$ cat src/rtl/truth_table_scanner.sv
// Exhaustive stimulus/capture sequencer for a small combinational function:
// steps vec through every input combination, samples f_in into tt and grades it.
module truth_table_scanner #(
  parameter int N_IN   = 3,
  parameter int SETTLE = 1
) (
  input  logic                   clk,
  input  logic                   rst,
  input  logic                   start,
  input  logic [(2**N_IN)-1:0]   expected_tt,
  input  logic                   f_in,
  output logic [N_IN-1:0]        vec,
  output logic                   busy,
  output logic                   done,
  output logic [(2**N_IN)-1:0]   tt,
  output logic                   pass,
  output logic                   fail,
  output logic [N_IN-1:0]        first_bad,
  output logic [N_IN:0]          ones
);

  localparam int TW = 2**N_IN;
  localparam int OW = N_IN + 1;
  localparam logic [3:0] SETTLE_CNT = 4'(SETTLE);

  typedef enum logic [1:0] {S_IDLE, S_DRIVE, S_DONE} state_t;

  state_t          r_state;
  logic [3:0]      r_cnt;
  logic [TW-1:0]   r_exp;
  logic [TW-1:0]   r_tt;
  logic [N_IN-1:0] r_vec;
  logic            r_busy;
  logic            r_done;
  logic            r_pass;
  logic            r_fail;
  logic [N_IN-1:0] r_first_bad;
  logic [OW-1:0]   r_ones;

  logic [TW-1:0]   w_tt_samp;
  logic [TW-1:0]   w_diff;
  logic [N_IN-1:0] w_first_bad;
  logic [OW-1:0]   w_ones;
  logic            w_last;

  // Grading works on the table including the bit being sampled this edge,
  // so results are ready in the first cycle done reads 1.
  always_comb begin
    w_tt_samp        = r_tt;
    w_tt_samp[r_vec] = f_in;
    w_diff           = w_tt_samp ^ r_exp;
    w_first_bad      = '0;
    for (int i = TW - 1; i >= 0; i--) begin
      if (w_diff[i]) w_first_bad = N_IN'(i);
    end
    w_ones = '0;
    for (int i = 0; i < TW; i++) begin
      w_ones = w_ones + OW'(w_tt_samp[i]);
    end
    w_last = (r_vec == N_IN'(TW - 1));
  end

  always_ff @(posedge clk) begin
    if (rst) begin
      r_state     <= S_IDLE;
      r_cnt       <= '0;
      r_exp       <= '0;
      r_tt        <= '0;
      r_vec       <= '0;
      r_busy      <= 1'b0;
      r_done      <= 1'b0;
      r_pass      <= 1'b0;
      r_fail      <= 1'b0;
      r_first_bad <= '0;
      r_ones      <= '0;
    end else begin
      case (r_state)
        S_IDLE, S_DONE: begin
          if (start) begin
            r_exp   <= expected_tt;
            r_tt    <= '0;
            r_vec   <= '0;
            r_cnt   <= SETTLE_CNT;
            r_busy  <= 1'b1;
            r_done  <= 1'b0;
            r_pass  <= 1'b0;
            r_fail  <= 1'b0;
            r_state <= S_DRIVE;
          end
        end
        S_DRIVE: begin
          if (r_cnt != 4'd0) begin
            r_cnt <= r_cnt - 4'd1;
          end else begin
            r_tt <= w_tt_samp;
            if (w_last) begin
              r_state     <= S_DONE;
              r_busy      <= 1'b0;
              r_done      <= 1'b1;
              r_pass      <= (w_diff == '0);
              r_fail      <= (w_diff != '0);
              r_first_bad <= w_first_bad;
              r_ones      <= w_ones;
            end else begin
              r_vec <= r_vec + 1'b1;
              r_cnt <= SETTLE_CNT;
            end
          end
        end
        default: r_state <= S_IDLE;
      endcase
    end
  end

  assign vec       = r_vec;
  assign busy      = r_busy;
  assign done      = r_done;
  assign tt        = r_tt;
  assign pass      = r_pass;
  assign fail      = r_fail;
  assign first_bad = r_first_bad;
  assign ones      = r_ones;

endmodule

$ cat config.mk
export PLATFORM = sky130hd
export DESIGN_NAME = truth_table_scanner
export DESIGN_NICKNAME = d
export VERILOG_FILES = /design/src/rtl/truth_table_scanner.sv
export SDC_FILE = /design/constraint.sdc
export NUM_CORES = 1
export LEC_CHECK = 0
export CORE_ASPECT_RATIO = 0.8
export CORE_MARGIN = 5
export CORE_UTILIZATION = 49
export CTS_BUF_LIST = sky130_fd_sc_hd__clkbuf_4 sky130_fd_sc_hd__clkbuf_8
export DETAILED_ROUTE_END_ITERATION = 8
export HOLD_SLACK_MARGIN = 0.06
export PLACE_DENSITY_LB_ADDON = 0.1
export SYNTH_ARGS = -nofsm -noshare
export SYNTH_HDL_FRONTEND = slang
export SYNTH_SLANG_ARGS = --single-unit
$ cat constraint.sdc
create_clock -name clk -period 3.3 [get_ports clk]
set_input_delay 0.33 -clock clk [delete_from_list [all_inputs] [get_ports clk]]
set_output_delay 0.33 -clock clk [all_outputs]
set_load 0.03 [all_outputs]
==> results.toml, run 1 <==
[status]
status = "complete, but fails checks"
violations = "negative setup slack"

[routing]
drtIter0Drc = 66
vias = 1633
drt_first_pass_iters = 4
ant_nets = 0
drc = 0
vias_per_cell = 5.02
drt-wirelength-per-cell_um = 13.0
finalWirelength_mm = 4.22

[timing]
hold_viol_final = 0
fin_ws_ps = -158
tightest_slew_ps = 708
finalSetupViolCount = 3
slew_viol_final = 0
final.setup_skew_ps = 6.87
max_freq_mhz = 289
rsz0062_at_grt = "true"
slew_headroom = 0.528
period_share = 1.05
finalWorstPathRequiredPeriod_ps = 3460

[power_and_ir_drop]
total_power_mw = 0.929
leakagePower_nw = 1.05
irDropWorstVdd_mv = 0.320
p_per_area_nw_per_um2 = 363

[global_routing]
grt_pass1_wl_mm = 7.04
grt_max_degree = 24
grt_pass1_vias = 1518
grt.total_usage = 0.174
antenna_found_initial = 0
overflow = 0

[setup_path]
r2r_end = "ones[2]"
path_class = "reg -> reg"
crit_path_end_kind = "flop"
cp_cell_sequence = "nand3b_1 -> mux2i_2 -> inv_1 -> fa_1 -> inv_1 -> fa_1 -> fa_1 -> inv_2 -> ha_4 -> inv_2 -> fa_2 -> xor2_1 -> nor2_1 -> a21oi_1 -> nor2_1"
max_stage_delay_ps = 530
crit_path_top_delay_cell = "fa_1"
cp_max_fo = 4
cp_num_buf_inv = 4
arrival_ps = 3630
cpMostUsedCell = "fa_1"
startpoint_type = "flop"
rr_worst_depth = 15
crit_family = "adder cells"
critPathRequiredTime_ps = 3480
regToRegStartpoint = "vec[2]"
r2r_setup_slack_ps = -160

[floorplanning]
dieHeight_um = 66.4
row_count = 20
die_area_um2 = 5340
num_io_pins = 34
dieWidth_um = 80.5
core_um2 = 3830
initial_utilization = 0.508

[synth]
yosysTopAreaCell = "dfxtp_1"
yosysWarnings = 0
synth-seq-area-share = 0.370
synthMostInstantiatedCell = "dfxtp_1"
synth_seq_cells = 36
synth_top_cell_area_share = 0.370
ys_types = 37
synth_async_sr_flop_share = 0
synth_nets = 247
synth_edf_count = 0
syn_inst = 224
synthTopCellsByCount = "36 x dfxtp_1, 30 x nor2_1, 25 x nand2_1, 22 x a21oi_1, 14 x inv_1"
netlist_area_um2 = 1950
synthFlopType = "dfxtp_1"
syn_area_per_cell_um2 = 8.69
ys_top_cells_by_area = "dfxtp_1 37%, nor2_1 5.8%, a21oi_1 5.7%"

[final_layout]
fin_nets = 292
postLayoutCoreUtil = 0.669
fillers = 323
ff_latch_area_um2 = 729
syn2layout_area_growth_pct = 31.6
drive_gt1_frac = 0.181
n_antenna_cell = 0
multi_input_area_um2 = 1140

[clock_network]
cts_tree = "built"
cts_buffer_depth = 2
clk_pin_slew_ps = 70
numCtsBuffers = 5
cts_sinks = 36
postCtsHoldBufs = 0
ctsHtreeMaxLevel = 2
insertion_delay_ps = 290
clockRootBuffer = "clkbuf_8"

[worst_hold_path]
min_to = "first_bad[2]"
whs_path_depth = 2
hold_start = "first_bad[2]"
hp-class = "reg -> reg"

[placement]
place_congestion = 0.761
io_buffers = 33
dp_hpwl_mm = 3.14

[run]
cap_viol_max_count = 0
-- power breakdown --
part | internal (mW) | leakage [nW] | switching, mW | total [mW]
logic | 0.0665 | 0.707 | 0.0861 | 0.153
clock network | 0.163 | 0.0467 | 0.153 | 0.316
registers | 0.448 | 0.295 | 0.0116 | 0.460
-- cells in the final DEF (no fill, tap or decap), types with 4 or more instances in the layout --
cell type | Yosys | routed
nor2_1 | 30 | 30
nand2_1 | 25 | 25
nor2b_1 | 5 | 5
dfxtp_1 | 36 | 33
nand2b_1 | 4 | 4
a31oi_1 | 9 | 9
clkbuf_8 | 0 | 5
a21oi_1 | 22 | 21
nor3_1 | 6 | 5
nand3_1 | 4 | 4
ha_1 | 7 | 6
xnor2_1 | 8 | 8
inv_1 | 14 | 12
buf_4 | 0 | 17
o21ai_1 | 4 | 4
clkdlybuf4s50_1 | 0 | 33
-- worst max path at each step --
stage,startpoint,to,slack (ps),cells past startpoint
after floorplan,vec[0],ones[2],-280,16
after global placement,f_in,ones[2],-390,15
after CTS,vec[2],ones[2],-170,15
final,vec[2],ones[2],-160,15
after global routing,vec[0],ones[2],-340,15
after detailed placement,f_in,ones[2],-430,15
-- cell families after synthesis --
| logic type | after synthesis | share of synthesized area |
|---|---|---|
| and+or+nand+nor | 88 | 0.239 |
| adders and majority gates | 11 | 0.0862 |
| DFF | 36 | 0.370 |
| muxes | 8 | 0.0643 |
| buffers and inverters | 28 | 0.0662 |
| xor gates and xnor gates | 11 | 0.0495 |
| AOI/OAI and AO/OA | 42 | 0.125 |
-- stage by stage --
stage                     area (µm²)  TNS [ps]  hold WS, ps  instances  setup slack [ps]
after floorplan                 1980      -500          448        224              -278
after detailed placement        2420      -941          454        313              -431
after global placement          2420      -812          447        313              -386
after CTS                       2520      -244          461        323              -172
final                           2560      -331          454        325              -158
after global routing            2560      -840          490        325              -339
-- worst reg2reg max path, delay by kind of cell (launching register included) --
family	cells	cell delay (ps)
multiplexers	1	220
XOR/XNOR	1	150
AO/OA/AOI/OAI	1	120
flip-flops	1	370
buffers and inverters	4	260
AND/OR/NAND/NOR	3	290
adder cells (fa/ha/maj)	5	1940
-- flip-flops by register name (all words and copies together) (netlist names), 2 cells and up --
signal / count
r_exp: 8
tt: 8
ones: 4
r_cnt: 4
first_bad: 3
vec: 3
r_state: 2
-- repair_timing --
action / 4_1_cts / 5_1_grt
gates resized for setup: 0 / 6
pin swaps: 1 / 4
setup endpoints to repair: 2 / 3
cloned: 0 / 0
setup buffers: 2 / 2
-- final cells by class --
cell class,count,share of cell area
tap,55,0.0269
multi-input combinational,160,0.446
sequential,36,0.285
clock inverter,1,0.00147
timing repair buffer,52,0.188
clock buffer,7,0.0327
inverter,14,0.0205
-- per-layer routing --
| metal | up-vias | share of wire | wire (µm) | track usage |
|---|---|---|---|---|
| met1 | 747 | 0.50 | 2110 | 0.234 |
| li1 | 845 | - | - | - |
| met2 | 34 | 0.43 | 1800 | 0.264 |
| met3 | 7 | 0.059 | 247 | 0.0586 |
| met5 | - | 0 | 0 | 0 |
| met4 | 0 | 0.012 | 52 | 0.0506 |
Note: power is estimated with default switching activity, not from simulation.
==> run 2: changes to the inputs <==
--- a/config.mk
+++ b/config.mk
@@ -7,7 +7,7 @@
 export LEC_CHECK = 0
 export CORE_ASPECT_RATIO = 0.8
 export CORE_MARGIN = 5
-export CORE_UTILIZATION = 49
+export CORE_UTILIZATION = 52
 export CTS_BUF_LIST = sky130_fd_sc_hd__clkbuf_4 sky130_fd_sc_hd__clkbuf_8
 export DETAILED_ROUTE_END_ITERATION = 8
 export HOLD_SLACK_MARGIN = 0.06
==> constraint.sdc (replaced) <==
create_clock -name clk -period 3.29 [get_ports clk]
set_input_delay 0.658 -clock clk [delete_from_list [all_inputs] [get_ports clk]]
set_output_delay 0.658 -clock clk [all_outputs]
set_load 0.03 [all_outputs]
==> run 2 against run 1 <==
  * The run still ends with negative setup slack left
  * Utilization grew 6.4 points
  * Routed wire length is 6.2% higher
  * Sequential power hardly changed
  * Total power increased by 6.1%
  * Maximum frequency down 1.8%
  * Critical path type unchanged
  * Critical endpoint unchanged
  * Largest power group unchanged
==> results.toml, run 2 (synthesis results as in run 1) <==
[clock_network]
postCtsHoldBufs = 0
ctsHtreeMaxLevel = 2
clk_pin_slew_ps = 80
cts_tree = "built"
cts_sinks = 36
numCtsBuffers = 5
cts_buffer_depth = 2
clockRootBuffer = "clkbuf_8"
insertion_delay_ps = 300

[final_layout]
final_cells = 314
fin_nets = 294
final_cell_mix = "33 x dfxtp_1, 32 x clkdlybuf4s50_1, 30 x nor2_1"
layout_commonest_cell = "dfxtp_1"
n_antenna_cell = 0
syn2layout_area_growth_pct = 32.5
drive_gt1_frac = 0.199
fin_area_um2 = 2580

[global_routing]
grtUsageMet2 = 0.302
grt.total_usage = 0.192
use_met1 = 0.254
use_met3 = 0.0388
overflow = 0
grt-busiest-layer = "met2"
grt_pass1_wl_mm = 7.49
grt_max_degree = 21
antenna_found_initial = 0
grt_pass1_vias = 1590

[status]
violations = "negative setup slack"
status = "complete, but fails checks"

[routing]
drc = 0
ant_nets = 0
finalWirelength_mm = 4.48
drtIter0Drc = 130
drt_first_pass_iters = 6
vias_per_cell = 5.30
drt-wirelength-per-cell_um = 14.3
vias = 1665

[power_and_ir_drop]
sw_frac_of_total = 0.267
pwr-share-seq = 0.468
p_per_area_nw_per_um2 = 382
comb_power_share = 0.168
switchingPower_mw = 0.263
clkPwrFrac = 0.364
p_int_mw = 0.722
irDropWorstVdd_mv = 0.307
leakagePower_nw = 1.06

[setup_path]
arrival_ps = 3700
crit_path_end_kind = "flop"
cp_max_fo = 5
startpoint_type = "flop"
critPathRequiredTime_ps = 3470
path_class = "reg -> reg"

[timing]
max_freq_mhz = 284
final.setup_skew_ps = 11.4
period_share = 1.07
slew_headroom = 0.538
hold_viol_final = 0
tightest_slew_ps = 691
finalSetupViolCount = 3
slew_viol_final = 0
tns_ps = -415
fin_ws_ps = -232
rsz0062_at_grt = "true"
finalWorstPathRequiredPeriod_ps = 3520

[floorplanning]
row_count = 19
initial_utilization = 0.553
core_um2 = 3520
die_area_um2 = 5070
dieHeight_um = 64.7
num_io_pins = 34
dieWidth_um = 78.4

[placement]
place_area_um2 = 2450
pre_cts_ws_ps = -844
place_congestion = 0.815
dp_hpwl_mm = 3.34
io_buffers = 33
dp.cells = 305

[worst_hold_path]
hp-class = "reg -> reg"

[run]
cap_viol_max_count = 0
## run 2: cell types whose count changed in the layout (fill, tap and decap cells not counted), moves of 2 or more
cell | before | now
buf_6 | 2 | 0
mux2i_4 | 3 | 5
clkbuf_8 | 5 | 7
nor3b_2 | 2 | 0
buf_4 | 17 | 21
mux2i_1 | 3 | 1
## run 2: cell type report
| cell class | instances | area, µm² |
|---|---|---|
| Sequential cell | 36 | 729 |
| Inverter | 14 | 52.6 |
| Clock buffer | 8 | 104 |
| Tap cell | 42 | 52.6 |
| Multi-Input combinational cell | 160 | 1150 |
| Timing Repair Buffer | 54 | 489 |
| Fill cell | 279 | 940 |
## run 2: final timing paths
kind | from | end | slack [ps] | depth (start not counted)
worst max register to register | vec[0] | ones[2] | -230 | 15
worst min register to register | pass | pass | 460 | 2
worst min-delay path | pass | pass | 460 | 2
worst max-delay path | vec[0] | ones[2] | -230 | 15
## run 2: power groups by stage
stage          combinational [mW]  clock (mW)  sequential [mW]
3_3_place_gp                0.160           0            0.470
4_1_cts                     0.165       0.367            0.461
6_report                    0.165       0.358            0.461
2_1_floorplan               0.105           0            0.475
3_5_place_dp                0.163           0            0.471
5_1_grt                     0.184       0.384            0.463
## run 2: timing repair
item / CTS / global route
gates resized for setup: 6 / 1
setup endpoints to repair: 4 / 4
buffers inserted: 0 / 1
pin swaps: 2 / 1
## run 2: through the flow
stage	power (mW)	hold slack, ps	util
3_3_place_gp	0.630	440	0.698
4_1_cts	0.993	458	0.730
2_1_floorplan	0.580	448	-
3_5_place_dp	0.634	443	0.698
6_report	0.985	455	0.733
5_1_grt	1.03	491	0.733
## run 2: metal layers
layer / vias to the layer above / part of all wire
li1: 842 / -
met2: 44 / 0.45
met4: 0 / 0.024
met1: 767 / 0.49
met5: - / 0
met3: 12 / 0.045
## run 2: worst max-delay path, cell delays in order (launching register included)
cell	delay [ps]
dfxtp_4	380
nor3b_4	240
mux2i_4	270
inv_2	50
fa_1	510
inv_1	50
fa_1	500
fa_1	420
inv_1	70
ha_2	190
inv_2	40
fa_2	320
xor2_1	140
nor2_1	50
a21oi_1	110
nor2_1	50
